## config.mk

```make
export PLATFORM = sky130hd
export DESIGN_NAME = proc_sequencer
export DESIGN_NICKNAME = d
export VERILOG_FILES = /design/src/rtl/proc_seq_pkg.sv /design/src/rtl/seq_watchdog.sv /design/src/rtl/proc_sequencer.sv
export SDC_FILE = /design/constraint.sdc
export NUM_CORES = 1
export LEC_CHECK = 0
export ABC_AREA = 1
export BUFFER_PORTS_ARGS = -buffer_cell sky130_fd_sc_hd__buf_4
export CAP_MARGIN = 40
export CORE_ASPECT_RATIO = 0.5
export CORE_UTILIZATION = 45
export CTS_BUF_LIST = sky130_fd_sc_hd__clkbuf_16
export DETAILED_ROUTE_END_ITERATION = 16
export HOLD_SLACK_MARGIN = 0.12
export PLACE_DENSITY = 0.79
export SLEW_MARGIN = 40
export SYNTH_ARGS = -nofsm -noshare
export SYNTH_HDL_FRONTEND = slang
export SYNTH_SLANG_ARGS = --single-unit
```

## constraint.sdc

```tcl
create_clock -name Clock -period 3.2 [get_ports Clock]
set_input_delay 0 -clock Clock [delete_from_list [all_inputs] [get_ports Clock]]
set_output_delay 0 -clock Clock [all_outputs]
set_load 0.02 [all_outputs]
```

## src/rtl/proc_seq_pkg.sv

```systemverilog
// Shared types and constants for the 9-bit processor program sequencer.
// Holds the FSM state enum, opcode field layout and retire-counter width.
package proc_seq_pkg;

    typedef enum logic [2:0] {
        S_IDLE,
        S_FETCH,
        S_LOAD,
        S_EXEC,
        S_STEP_WAIT,
        S_HALTED,
        S_FAULT
    } state_t;

    localparam logic [2:0] HALT_OPCODE = 3'b111;
    localparam int         OPC_HI      = 8;
    localparam int         OPC_LO      = 6;
    localparam int         ICOUNT_W    = 16;

    // Retired-instruction counter increment that sticks at all-ones.
    function automatic logic [ICOUNT_W-1:0] sat_inc(
        input logic [ICOUNT_W-1:0] v
    );
        return (&v) ? v : v + 1'b1;
    endfunction

endpackage

```

## src/rtl/seq_watchdog.sv

```systemverilog
// EXEC-phase watchdog: counts enabled cycles since the last clear and
// flags the cycle in which the TIMEOUT-th consecutive cycle is reached.
module seq_watchdog #(
    parameter int TIMEOUT = 64
) (
    input  logic clk_i,
    input  logic rst_i,
    input  logic clear_i,
    input  logic enable_i,
    output logic expired_o
);

    localparam int CW = $clog2(TIMEOUT + 1);

    logic [CW-1:0] cnt_q;

    // Count EXEC cycles without completion; restart on every new EXEC entry.
    always_ff @(posedge clk_i or posedge rst_i) begin
        if (rst_i) begin
            cnt_q <= '0;
        end else if (clear_i) begin
            cnt_q <= '0;
        end else if (enable_i && !expired_o) begin
            cnt_q <= cnt_q + 1'b1;
        end
    end

    assign expired_o = enable_i && (cnt_q == CW'(TIMEOUT - 1));

endmodule

```

## src/rtl/proc_sequencer.sv

```systemverilog
// Program sequencer: fetches ROM words, runs them on the processor, retires.
// Optional EXEC watchdog enabled by defining PROC_SEQ_WATCHDOG_EN.
module proc_sequencer
    import proc_seq_pkg::*;
#(
    parameter int ADDR_W   = 5,
    parameter int DATA_W   = 9,
    parameter int PROG_LEN = 32,
    parameter int TIMEOUT  = 64
) (
    input  logic                Clock,
    input  logic                Reset,
    input  logic                Start,
    input  logic                Step_mode,
    input  logic                Step,
    input  logic                Loop,
    input  logic                Halt_req,
    output logic [ADDR_W-1:0]   rom_addr,
    input  logic [DATA_W-1:0]   rom_data,
    output logic [DATA_W-1:0]   Instr,
    output logic                Run,
    input  logic                Done,
    output logic                Busy,
    output logic                Halted,
    output logic                Fault,
    output logic [ADDR_W-1:0]   PC,
    output logic [ICOUNT_W-1:0] Icount
);

    localparam logic [ADDR_W-1:0] LAST_PC = ADDR_W'(PROG_LEN - 1);

    state_t              state_q;
    logic [ADDR_W-1:0]   pc_q;
    logic [ADDR_W-1:0]   pc_d;
    logic [DATA_W-1:0]   instr_q;
    logic                run_q;
    logic [ICOUNT_W-1:0] icount_q;
    logic [ICOUNT_W-1:0] icount_d;
    logic                at_end;
    logic                end_halt;
    logic                is_halt;
    logic                wd_expired;

    // Next PC and retire count for the instruction completing in EXEC.
    always_comb begin
        at_end   = (pc_q == LAST_PC);
        end_halt = at_end && !Loop;
        is_halt  = (rom_data[OPC_HI:OPC_LO] == HALT_OPCODE);
        icount_d = sat_inc(icount_q);
        pc_d     = pc_q + 1'b1;
        if (at_end) begin
            pc_d = Loop ? '0 : pc_q;
        end
    end

`ifdef PROC_SEQ_WATCHDOG_EN
    seq_watchdog #(
        .TIMEOUT (TIMEOUT)
    ) u_wd (
        .clk_i     (Clock),
        .rst_i     (Reset),
        .clear_i   (state_q == S_LOAD),
        .enable_i  (state_q == S_EXEC),
        .expired_o (wd_expired)
    );

    assign Fault = (state_q == S_FAULT);
`else
    // Without the watchdog EXEC waits for Done forever.
    assign wd_expired = (TIMEOUT < 0);
    assign Fault      = 1'b0;
`endif

    // Sequencer FSM with registered PC, Instr, Run and retire count.
    always_ff @(posedge Clock or posedge Reset) begin
        if (Reset) begin
            state_q  <= S_IDLE;
            pc_q     <= '0;
            instr_q  <= '0;
            run_q    <= 1'b0;
            icount_q <= '0;
        end else begin
            unique case (state_q)
                S_IDLE, S_HALTED, S_FAULT: begin
                    if (Start) begin
                        pc_q     <= '0;
                        icount_q <= '0;
                        state_q  <= S_FETCH;
                    end
                end
                S_FETCH: begin
                    state_q <= S_LOAD;
                end
                S_LOAD: begin
                    instr_q <= rom_data;
                    if (is_halt || Halt_req) begin
                        state_q <= S_HALTED;
                    end else begin
                        run_q   <= 1'b1;
                        state_q <= S_EXEC;
                    end
                end
                S_EXEC: begin
                    if (Done) begin
                        run_q    <= 1'b0;
                        icount_q <= icount_d;
                        pc_q     <= pc_d;
                        if (end_halt || Halt_req) begin
                            state_q <= S_HALTED;
                        end else if (Step_mode) begin
                            state_q <= S_STEP_WAIT;
                        end else begin
                            state_q <= S_FETCH;
                        end
                    end else if (wd_expired) begin
                        run_q   <= 1'b0;
                        state_q <= S_FAULT;
                    end
                end
                S_STEP_WAIT: begin
                    if (Halt_req) begin
                        state_q <= S_HALTED;
                    end else if (Step || !Step_mode) begin
                        state_q <= S_FETCH;
                    end
                end
                default: begin
                    run_q   <= 1'b0;
                    state_q <= S_IDLE;
                end
            endcase
        end
    end

    assign rom_addr = pc_q;
    assign PC       = pc_q;
    assign Instr    = instr_q;
    assign Run      = run_q;
    assign Icount   = icount_q;
    assign Busy     = (state_q == S_FETCH) ||
                      (state_q == S_LOAD)  ||
                      (state_q == S_EXEC);
    assign Halted   = (state_q == S_HALTED);

endmodule

```

==> results.ini, run 1 <==
[timing]
fin_crit_sh=0.7642
fin_tns_setup_ns=0
hold_violations=0
max-slew-margin-rel=0.5871
fmax_ghz=0.4089
worst_slew_pin_slew_ns=0.6171
timing.final.max_slew_violations=0
fin_skew_ns=0.002785
rsz0062_at_grt=no
final_period_minus_worst_setup_slack_ns=2.446
setup_violations=0

[pwr]
vdd_drop_max_mv=0.3978
cellLeakagePower_nw=1.502
cell_pwr_density_nw_per_um2=694.0

[finish]
final_core_utilization=0.6237
mostFrequentLayoutCells=109 x sky130_fd_sc_hd__nand2_1, 55 x sky130_fd_sc_hd__buf_4, 34 x sky130_fd_sc_hd__dfrtp_1
antenna_cells=0
final-instance-count-excl-fill=426
layout_commonest_cell=sky130_fd_sc_hd__nand2_1
synthToLayoutAreaGrowth_pct=31.05
nets=389
drive_above_1_share=0.1843

[setup_path]
worst_ep_required_time_ns=3.41
cp-end-kind=register
path_cells=ha_1 > inv_1 > nor3_1 > ha_1 > inv_1 > or2_2 > nand3_1 > nand2_1 > nand3_1 > nand3_1 > dlygate4sd3_1 > nand2_1
crit_arrival_ns=2.66
path_common_cell=sky130_fd_sc_hd__nand3_1
worstPathMaxFanout=6
cp_slowest_cell=sky130_fd_sc_hd__dlygate4sd3_1
worst_setup_path_start_kind=register
critPathMaxStageDelay_ns=0.56
timing_worst_setup_path_type=reg -> reg

[synth]
synth_fa_ha_area_frac=0.01774
syn_area_um2=2116
synth_largest_type_area_fraction=0.4021
synth_area_leaders=sky130_fd_sc_hd__dfrtp_1 40%, sky130_fd_sc_hd__nand2_1 19%, sky130_fd_sc_hd__nand3_1 6.9%, sky130_fd_sc_hd__nor2_1 5.9%, sky130_fd_sc_hd__inv_1 5.0%
synth_top_family_by_area=simple AND/OR/NAND/NOR gates
synth-compound-area-share=0.07747
yosysWarningCount=0
synth.avg_cell_area_um2=6.869
number_of_different_library_cells_in_the_post_synthesis_netlist=28
number_of_storage_elements_in_the_synthesis_netlist=34
yosys.area_share.simple=0.3720
synth_area_leader_cell=sky130_fd_sc_hd__dfrtp_1
synth_seq_area_share=0.4021
yosys.area_share.xor_xnor=0.03312
netlist_instances=308
nets_in_the_synthesized_netlist=328
muxShareOfSynthArea=0

[cts]
cts-buffers-inserted=5
cts_tree=built
clkSinkCount=34
clock-root-buffer=sky130_fd_sc_hd__clkbuf_16
clkSlewWorstSetupHoldPaths_ns=0.05
clock_tree.htree_level_count=2
maximum_clock_path_buffer_count=2
worstSkewPairLatency_ns=0.28

[die]
dieArea_um2=4997
die-height_um=50.49
core_region_area_um2=4446
fp-row-count=17
top_level_ports=56
initial_core_util=0.4759
die_width_um=98.97

[detailed_routing]
drtIter0Drc=110
met2_length_mm=2.628
antenna_left=0
top_layer=met4
detail_route.wl_per_cell_um=12.61
total_drc_errors_in_the_routed_layout=0
route.met3.wl_um=346
route.vias.total=2209
post_drt_via_cell_ratio=5.185
wirelength_met1_mm=2.313
detailedRoute.firstPassIterationCount=4
wirelength_mm=5.372

[placed_design]
place.port_buffers=54
post-dp-hpwl_mm=3.754
placer_congestion=0.8680
dpl.cell_count=406

[hold_path]
hold_path.class=in -> reg

[grt]
final_global_route_overflow_total=0
globalRouteTotalUtil=0.2335
first_global_vias=2063
number_of_antenna_violations_at_the_first_check_in_global_routing=0
grt_pass1_wl_mm=9.128
grt_start_max_net_pins=35

[run_status]
outcome=finished, final reports clean

[job]
cap_violations=0

[power breakdown]
group,internal [mW],switching [mW]
combinational,0.275,0.584
sequential,0.526,0.0912
clock,0.278,0.170
[registers in the layout, summed over array words and instances, names as in the netlist]
register  cells
Icount       16
Instr         9
Run           1
state_q       3
PC            5
[layout make-up]
class | instances | area (um^2)
inverter | 30 | 112.6
fill | 394 | 1673
timing repair buffer | 68 | 543.0
clock inverter | 2 | 7.507
tap | 57 | 71.32
clock buffer | 5 | 125.1
multi-input combinational | 230 | 1062
sequential | 34 | 850.8
[critical path, delay by kind of cell (launching register included)]
family	cells	cell delay, ns
adder cells (fa/ha/maj)	2	0.46
buffers and inverters	3	0.70
flip-flops	1	0.44
AND/OR/NAND/NOR	7	0.77
[cell usage after synthesis (all sizes together)]
library cell and count:
a31oi 1, nand3b 1, buf 12, a21oi 2, o21ai 25, ha 3
o21bai 2, or2 2, nor3 5, conb 1, a211oi 1, nand2 111
inv 30, nand4 3, dfrtp 34, nand3 30, nor2 35, xor2 8
clkbuf 2
[final timing paths]
check                           cells after the start  slack (ns)  startpoint         end
min in group asynchronous                           4        0.38       Reset   Icount[8]
worst min-delay path                                4        0.14   Step_mode  state_q[0]
worst max-delay path                               12        0.75       PC[0]  state_q[2]
max in group asynchronous                           4        2.51       Reset       PC[4]
worst min register to register                      2        0.47    Instr[1]    Instr[1]
worst max register to register                     12        0.75       PC[0]  state_q[2]
[stage by stage]
stage	hold slack (ns)	worst slack [ns]	instance area [um^2]	power (mW)
CTS	0.1402	0.7599	2773	1.925
detailed placement	0.1290	1.026	2510	1.457
floorplan	0.1168	1.208	2116	1.206
global route	0.1759	0.5781	2773	2.059
finish	0.1409	0.7544	2773	1.924
global placement	0.1215	1.225	2510	1.423
[timing repair]
item,4_1_cts,5_1_grt
setup buffers,0,0
hold buffers,13,0
gates resized for setup,0,0
hold endpoints to repair,44,0
[per-layer routing]
layer / vias to the layer above / GRT usage
li1: 1090 / -
met3: 10 / 0.04875
met2: 89 / 0.4021
met4: 0 / 0.09204
met1: 1020 / 0.2919
met5: - / 0
[cell families after synthesis]
| kind of cell | count (synthesis) |
|---|---|
| simple gates | 187 |
| buf+inv | 44 |
| flops | 34 |
| compound gates | 31 |
| xor+xnor | 8 |
| fa+ha+maj | 3 |
| other cells | 1 |
(Power assumes the default switching activity.)
==> run 2: changes to the inputs <==
==> constraint.sdc (replaced) <==
create_clock -name Clock -period 2.5 [get_ports Clock]
set_input_delay 0 -clock Clock [delete_from_list [all_inputs] [get_ports Clock]]
set_output_delay 0 -clock Clock [all_outputs]
set_load 0.02 [all_outputs]
==> results.ini, run 2 (synthesized netlist as in run 1, its figures left out) <==
[run_status]
outcome=finished, final reports clean

[cts]
clock_tree.htree_level_count=2  ; unchanged
clkSlewWorstSetupHoldPaths_ns=0.06  ; about the same
worstSkewPairLatency_ns=0.28  ; about the same
maximum_clock_path_buffer_count=2  ; unchanged
cts_tree=built
clock-root-buffer=sky130_fd_sc_hd__clkbuf_16
cts-buffers-inserted=5  ; unchanged
clkSinkCount=34  ; unchanged

[timing]
fmax_ghz=0.4352  ; +6.4%
timing.final.max_slew_violations=0  ; unchanged
setup_violations=0  ; unchanged
max-slew-margin-rel=0.5453  ; -0.04180
worst_slew_pin_slew_ns=0.6796  ; +0.06247 ns
layout_setup_ws_ns=0.2023  ; -0.5522 ns
fin_crit_sh=0.9191  ; +0.1549
fin_tns_setup_ns=0  ; unchanged
fin_skew_ns=0.002647  ; -0.0001382 ns
rsz0062_at_grt=no
final_period_minus_worst_setup_slack_ns=2.298  ; -0.1478 ns
hold_violations=0  ; unchanged

[setup_path]
crit_arrival_ns=2.52  ; -0.14 ns
r2r.worst_path.cells=12  ; unchanged
rrSetupSlack_ns=0.20  ; -0.55 ns
critPathMaxStageDelay_ns=0.55  ; about the same
timing_worst_setup_path_type=reg -> reg
worst_ep_required_time_ns=2.72  ; -0.69 ns
reg2reg_from=PC[0]
cp-end-kind=register
worst_setup_path_start_kind=register
worstPathMaxFanout=6  ; unchanged
path_cells=ha_1 > inv_1 > nor3_2 > ha_2 > inv_1 > or2_2 > nand3_1 > nand2_1 > nand3_1 > nand3_1 > dlygate4sd3_1 > nand2_1
path_common_cell=sky130_fd_sc_hd__nand3_1
cp_slowest_cell=sky130_fd_sc_hd__dlygate4sd3_1
r2r_path_end=state_q[2]

[detailed_routing]
total_drc_errors_in_the_routed_layout=0  ; unchanged
antenna_left=0  ; unchanged
wirelength_mm=5.666  ; +5.5%
detailedRoute.firstPassIterationCount=4  ; unchanged
drtIter0Drc=109  ; -0.91%
post_drt_via_cell_ratio=5.175  ; -0.20%
route.vias.total=2220  ; +0.50%
detail_route.wl_per_cell_um=13.21  ; +4.7%

[placed_design]
placer_congestion=0.8599  ; -0.93%
post-dp-hpwl_mm=3.700  ; -1.4%
place.port_buffers=54  ; unchanged
dp_slack_ns=0.3106  ; -0.7151 ns

[grt]
number_of_antenna_violations_at_the_first_check_in_global_routing=0  ; unchanged
globalRouteTotalUtil=0.2395  ; +0.006007
final_global_route_overflow_total=0  ; unchanged
first_global_vias=2073  ; +0.48%
grt_pass1_wl_mm=9.232  ; +1.1%
grt_start_max_net_pins=35  ; unchanged

[pwr]
vdd_drop_max_mv=0.5576  ; +40%
cell_pwr_density_nw_per_um2=931.9  ; +34%
cellLeakagePower_nw=1.520  ; +1.2%

[die]
die_width_um=98.97  ; unchanged
top_level_ports=56  ; unchanged
dieArea_um2=4997  ; unchanged
die-height_um=50.49  ; unchanged
fp-row-count=17  ; unchanged
initial_core_util=0.4759  ; unchanged
core_region_area_um2=4446  ; unchanged

[hold_path]
hold_path.class=in -> reg
hold_end=state_q[0]
worstHoldPathCells=4  ; unchanged
min-delay-start=Step_mode

[job]
cap_violations=0  ; unchanged

[finish]
mostFrequentLayoutCells=109 x sky130_fd_sc_hd__nand2_1, 57 x sky130_fd_sc_hd__buf_4, 33 x sky130_fd_sc_hd__dfrtp_1, 33 x sky130_fd_sc_hd__nor2_1, 29 x sky130_fd_sc_hd__nand3_1
layout_commonest_cell=sky130_fd_sc_hd__nand2_1
synthToLayoutAreaGrowth_pct=34.06
drive_above_1_share=0.2043  ; +0.02002
nets=391  ; +0.51%
largest_register_ffs=16  ; unchanged
antenna_cells=0  ; unchanged

run 2: worst max path at each step:
stage / startpoint / to / slack [ns]
final: PC[0] / state_q[2] / 0.20
after global routing: PC[0] / state_q[2] / 0.05
after CTS: PC[0] / state_q[2] / 0.10
after detailed placement: PC[0] / PC[3] / 0.31
after global placement: PC[0] / PC[3] / 0.52
after floorplan: PC[0] / PC[2] / 0.51
run 2: final cells by class:
class | instances | area, um^2
Inverter | 30 | 112.6
Clock inverter | 3 | 40.04
Sequential cell | 34 | 852.1
Timing Repair Buffer | 70 | 558.0
Tap cell | 57 | 71.32
Clock buffer | 5 | 125.1
Multi-Input combinational cell | 230 | 1077
Fill cell | 366 | 1609
run 2: stage by stage:
step | instance area [um^2] | power, mW | instances | hold WS (ns) | util
after floorplan | 2116 | 1.544 | 308 | 0.1168 | -
final | 2836 | 2.643 | 429 | 0.1581 | 0.6381
after global placement | 2510 | 1.824 | 406 | 0.1209 | 0.5646
after CTS | 2805 | 2.608 | 427 | 0.1511 | 0.6310
after detailed placement | 2510 | 1.873 | 406 | 0.1313 | 0.5646
after global routing | 2836 | 2.800 | 429 | 0.2100 | 0.6381
run 2: layer usage:
layer,up-vias,GRT usage,wire (um)
met5,-,0,0
met4,0,0.1269,140
met3,14,0.04735,335
met2,88,0.4242,2789
met1,1023,0.2807,2400
li1,1095,-,-
run 2: power by group:
part | total [mW] | internal [mW] | switching, mW
Combinational | 1.14 | 0.361 | 0.777
Sequential | 0.799 | 0.673 | 0.126
Clock | 0.706 | 0.466 | 0.240
run 2: timing repair:
item,CTS,global route
endpoints found under the setup margin,0,1
hold endpoints to repair,44,0
buffers inserted,0,2
hold buffers,13,0
resized for setup,0,4
run 2: critical path, delay by kind of cell, from the launching register on:
kind	cells	cell delay, ns
adders and majority gates	2	0.41
buffers and inverters	3	0.67
DFF	1	0.41
and+or+nand+nor	7	0.76
==> run 3: changes to the inputs <==
--- a/config.mk
+++ b/config.mk
@@ -6,14 +6,16 @@
 export NUM_CORES = 1
 export LEC_CHECK = 0
 export ABC_AREA = 1
-export BUFFER_PORTS_ARGS = -buffer_cell sky130_fd_sc_hd__buf_4
 export CAP_MARGIN = 40
 export CORE_ASPECT_RATIO = 0.5
 export CORE_UTILIZATION = 45
 export CTS_BUF_LIST = sky130_fd_sc_hd__clkbuf_16
+export CTS_CLUSTER_SIZE = 14
 export DETAILED_ROUTE_END_ITERATION = 16
+export DONT_BUFFER_PORTS = 1
 export HOLD_SLACK_MARGIN = 0.12
-export PLACE_DENSITY = 0.79
+export PLACE_DENSITY = 0.69
+export REMOVE_ABC_BUFFERS = 1
 export SLEW_MARGIN = 40
 export SYNTH_ARGS = -nofsm -noshare
 export SYNTH_HDL_FRONTEND = slang
==> results.ini, run 3 (synthesized netlist as in run 1, its figures left out) <==
[detailed_routing]
total_drc_errors_in_the_routed_layout=0  ; unchanged
wirelength_mm=4.969  ; -12%
route.vias.total=1977  ; -11%
detail_route.wl_per_cell_um=13.04  ; -1.3%
drtIter0Drc=69  ; -37%
detailedRoute.firstPassIterationCount=5  ; +1
antenna_left=0  ; unchanged
post_drt_via_cell_ratio=5.189  ; +0.27%

[die]
top_level_ports=56  ; unchanged
die_width_um=98.97  ; unchanged
fp-row-count=17  ; unchanged
die-height_um=50.49  ; unchanged
dieArea_um2=4997  ; unchanged
core_region_area_um2=4446  ; unchanged
initial_core_util=0.4759  ; unchanged

[placed_design]
dp_slack_ns=0.4243  ; +0.1137 ns
placer_congestion=0.8713  ; +1.3%
place.port_buffers=0  ; -100%
post-dp-hpwl_mm=3.408  ; -7.9%

[timing]
worst_slew_pin_slew_ns=0.6588  ; -0.02077 ns
rsz0062_at_grt=no
setup_violations=0  ; unchanged
fmax_ghz=0.4361  ; +0.20%
layout_setup_ws_ns=0.2069  ; +0.004659 ns
max-slew-margin-rel=0.5603  ; +0.01504
hold_violations=0  ; unchanged
timing.final.max_slew_violations=0  ; unchanged
final_period_minus_worst_setup_slack_ns=2.293  ; -0.004659 ns
fin_crit_sh=0.9172  ; -0.001864
fin_tns_setup_ns=0  ; unchanged
timing.hold.ws_ns=0.1237  ; -0.03443 ns
fin_skew_ns=0.003184  ; +0.0005370 ns

[finish]
synthToLayoutAreaGrowth_pct=16.91
nets=344  ; -12%
layout_commonest_cell=sky130_fd_sc_hd__nand2_1
antenna_cells=0  ; unchanged
drive_above_1_share=0.06790  ; -0.1364
mostFrequentLayoutCells=109 x sky130_fd_sc_hd__nand2_1, 34 x sky130_fd_sc_hd__dfrtp_1, 33 x sky130_fd_sc_hd__nor2_1
largest_register_ffs=16  ; unchanged

[pwr]
cellLeakagePower_nw=1.277  ; -16%
switching_share=0.4382  ; +0.005916
cell_pwr_density_nw_per_um2=991.7  ; +6.4%
pwr-share-clk=0.283  ; +0.016
cellInternalPower_mw=1.378  ; -8.2%
power_mw=2.453  ; -7.2%
power.sequential.fraction=0.370  ; +0.068
power_switching_mw=1.075  ; -5.9%
vdd_drop_max_mv=0.4991  ; -10%
pwr-share-comb=0.347  ; -0.083

[setup_path]
worstSetupPathDepth=8  ; -4
r2r_path_end=state_q[0]
cp-startpoint=state_q[2]
path_cells=inv_2 > nand3_4 > or2_1 > nand2_4 > inv_1 > nand2_1 > o21ai_0 > dlygate4sd3_1
worstPathBufferInverterCount=3  ; unchanged
cp-end-kind=register
worstPathMaxFanout=25  ; +19
r2r.worst_path.cells=8  ; -4
cp_slowest_cell=sky130_fd_sc_hd__dlygate4sd3_1
crit_path_end=state_q[0]
worst_ep_required_time_ns=2.67  ; -0.05 ns
timing_worst_setup_path_type=reg -> reg
rrSetupSlack_ns=0.21  ; about the same
crit_arrival_ns=2.46  ; -0.06 ns
path_delay_family=simple AND/OR/NAND/NOR gates
reg2reg_from=state_q[2]
worst_setup_path_start_kind=register
critPathMaxStageDelay_ns=0.55  ; about the same

[cts]
cts-buffers-inserted=5  ; unchanged
maximum_clock_path_buffer_count=2  ; unchanged
clkSlewWorstSetupHoldPaths_ns=0.05  ; about the same
worstSkewPairLatency_ns=0.28  ; about the same
clock_tree.htree_level_count=2  ; unchanged
postCtsSetupBuffers=0  ; unchanged
cts_tree=built
clkSinkCount=34  ; unchanged
clock-root-buffer=sky130_fd_sc_hd__clkbuf_16

[grt]
first_global_vias=1752  ; -15%
final_global_route_overflow_total=0  ; unchanged
globalRouteTotalUtil=0.2178  ; -0.02178
number_of_antenna_violations_at_the_first_check_in_global_routing=0  ; unchanged
grt_start_max_net_pins=26  ; -26%
grt_pass1_wl_mm=8.176  ; -11%

[job]
cap_violations=0  ; unchanged

[hold_path]
hold_path.class=in -> reg
min-delay-start=rom_data[6]

[run_status]
outcome=finished, final reports clean

[run 3: timing repair]
| item | in CTS | in global routing |
|---|---|---|
| endpoints found under the hold margin | 29 | 0 |
| endpoints found under the setup margin | 0 | 1 |
| resized for setup | 0 | 1 |
| hold buffers | 15 | 0 |
[run 3: through the flow]
stage          instance area [um^2]  instances    util
2_1_floorplan                  2026        294       -
6_report                       2474        381  0.5564
5_1_grt                        2474        381  0.5564
3_3_place_gp                   2157        359  0.4852
3_5_place_dp                   2157        359  0.4852
4_1_cts                        2466        381  0.5547
[run 3: how the worst min path moves through the flow]
stage            endpoint  slack, ns  cells past startpoint
2_1_floorplan    Instr[0]       0.12                      2
4_1_cts        state_q[1]       0.12                      5
6_report       state_q[1]       0.12                      5
5_1_grt        state_q[1]       0.16                      5
3_3_place_gp     Instr[0]       0.02                      1
3_5_place_dp     Instr[0]       0.02                      1
[run 3: worst register-to-register path, cell delays in order (launching register included)]
cell,delay [ns]
sky130_fd_sc_hd__dfrtp_1,0.43
sky130_fd_sc_hd__inv_2,0.14
sky130_fd_sc_hd__nand3_4,0.18
sky130_fd_sc_hd__or2_1,0.31
sky130_fd_sc_hd__nand2_4,0.25
sky130_fd_sc_hd__inv_1,0.10
sky130_fd_sc_hd__nand2_1,0.13
sky130_fd_sc_hd__o21ai_0,0.08
sky130_fd_sc_hd__dlygate4sd3_1,0.55
[run 3: area by class of cell]
class	instances	area, um^2
Clock buffer	5	125.1
Clock inverter	2	33.78
Fill cell	400	1972
Inverter	30	112.6
Multi-Input combinational cell	230	1070
Sequential cell	34	850.8
Tap cell	57	71.32
Timing Repair Buffer	23	210.2
[run 3: layer usage]
layer	vias up	part of all wire	routed length, um	track usage
li1	1003	-	-	-
met1	904	0.47	2327	0.2831
met2	60	0.45	2257	0.3427
met3	10	0.060	297	0.06825
met4	0	0.018	87	0.08209
met5	-	0	0	0
[run 3: power by group through the flow]
| stage | sequential (mW) | combinational (mW) | clock, mW |
|---|---|---|---|
| 3_3_place_gp | 0.905 | 0.761 | 0 |
| 3_5_place_dp | 0.906 | 0.793 | 0 |
| 2_1_floorplan | 0.905 | 0.556 | 0 |
| 4_1_cts | 0.903 | 0.839 | 0.697 |
| 5_1_grt | 0.927 | 0.951 | 0.732 |
| 6_report | 0.908 | 0.852 | 0.694 |
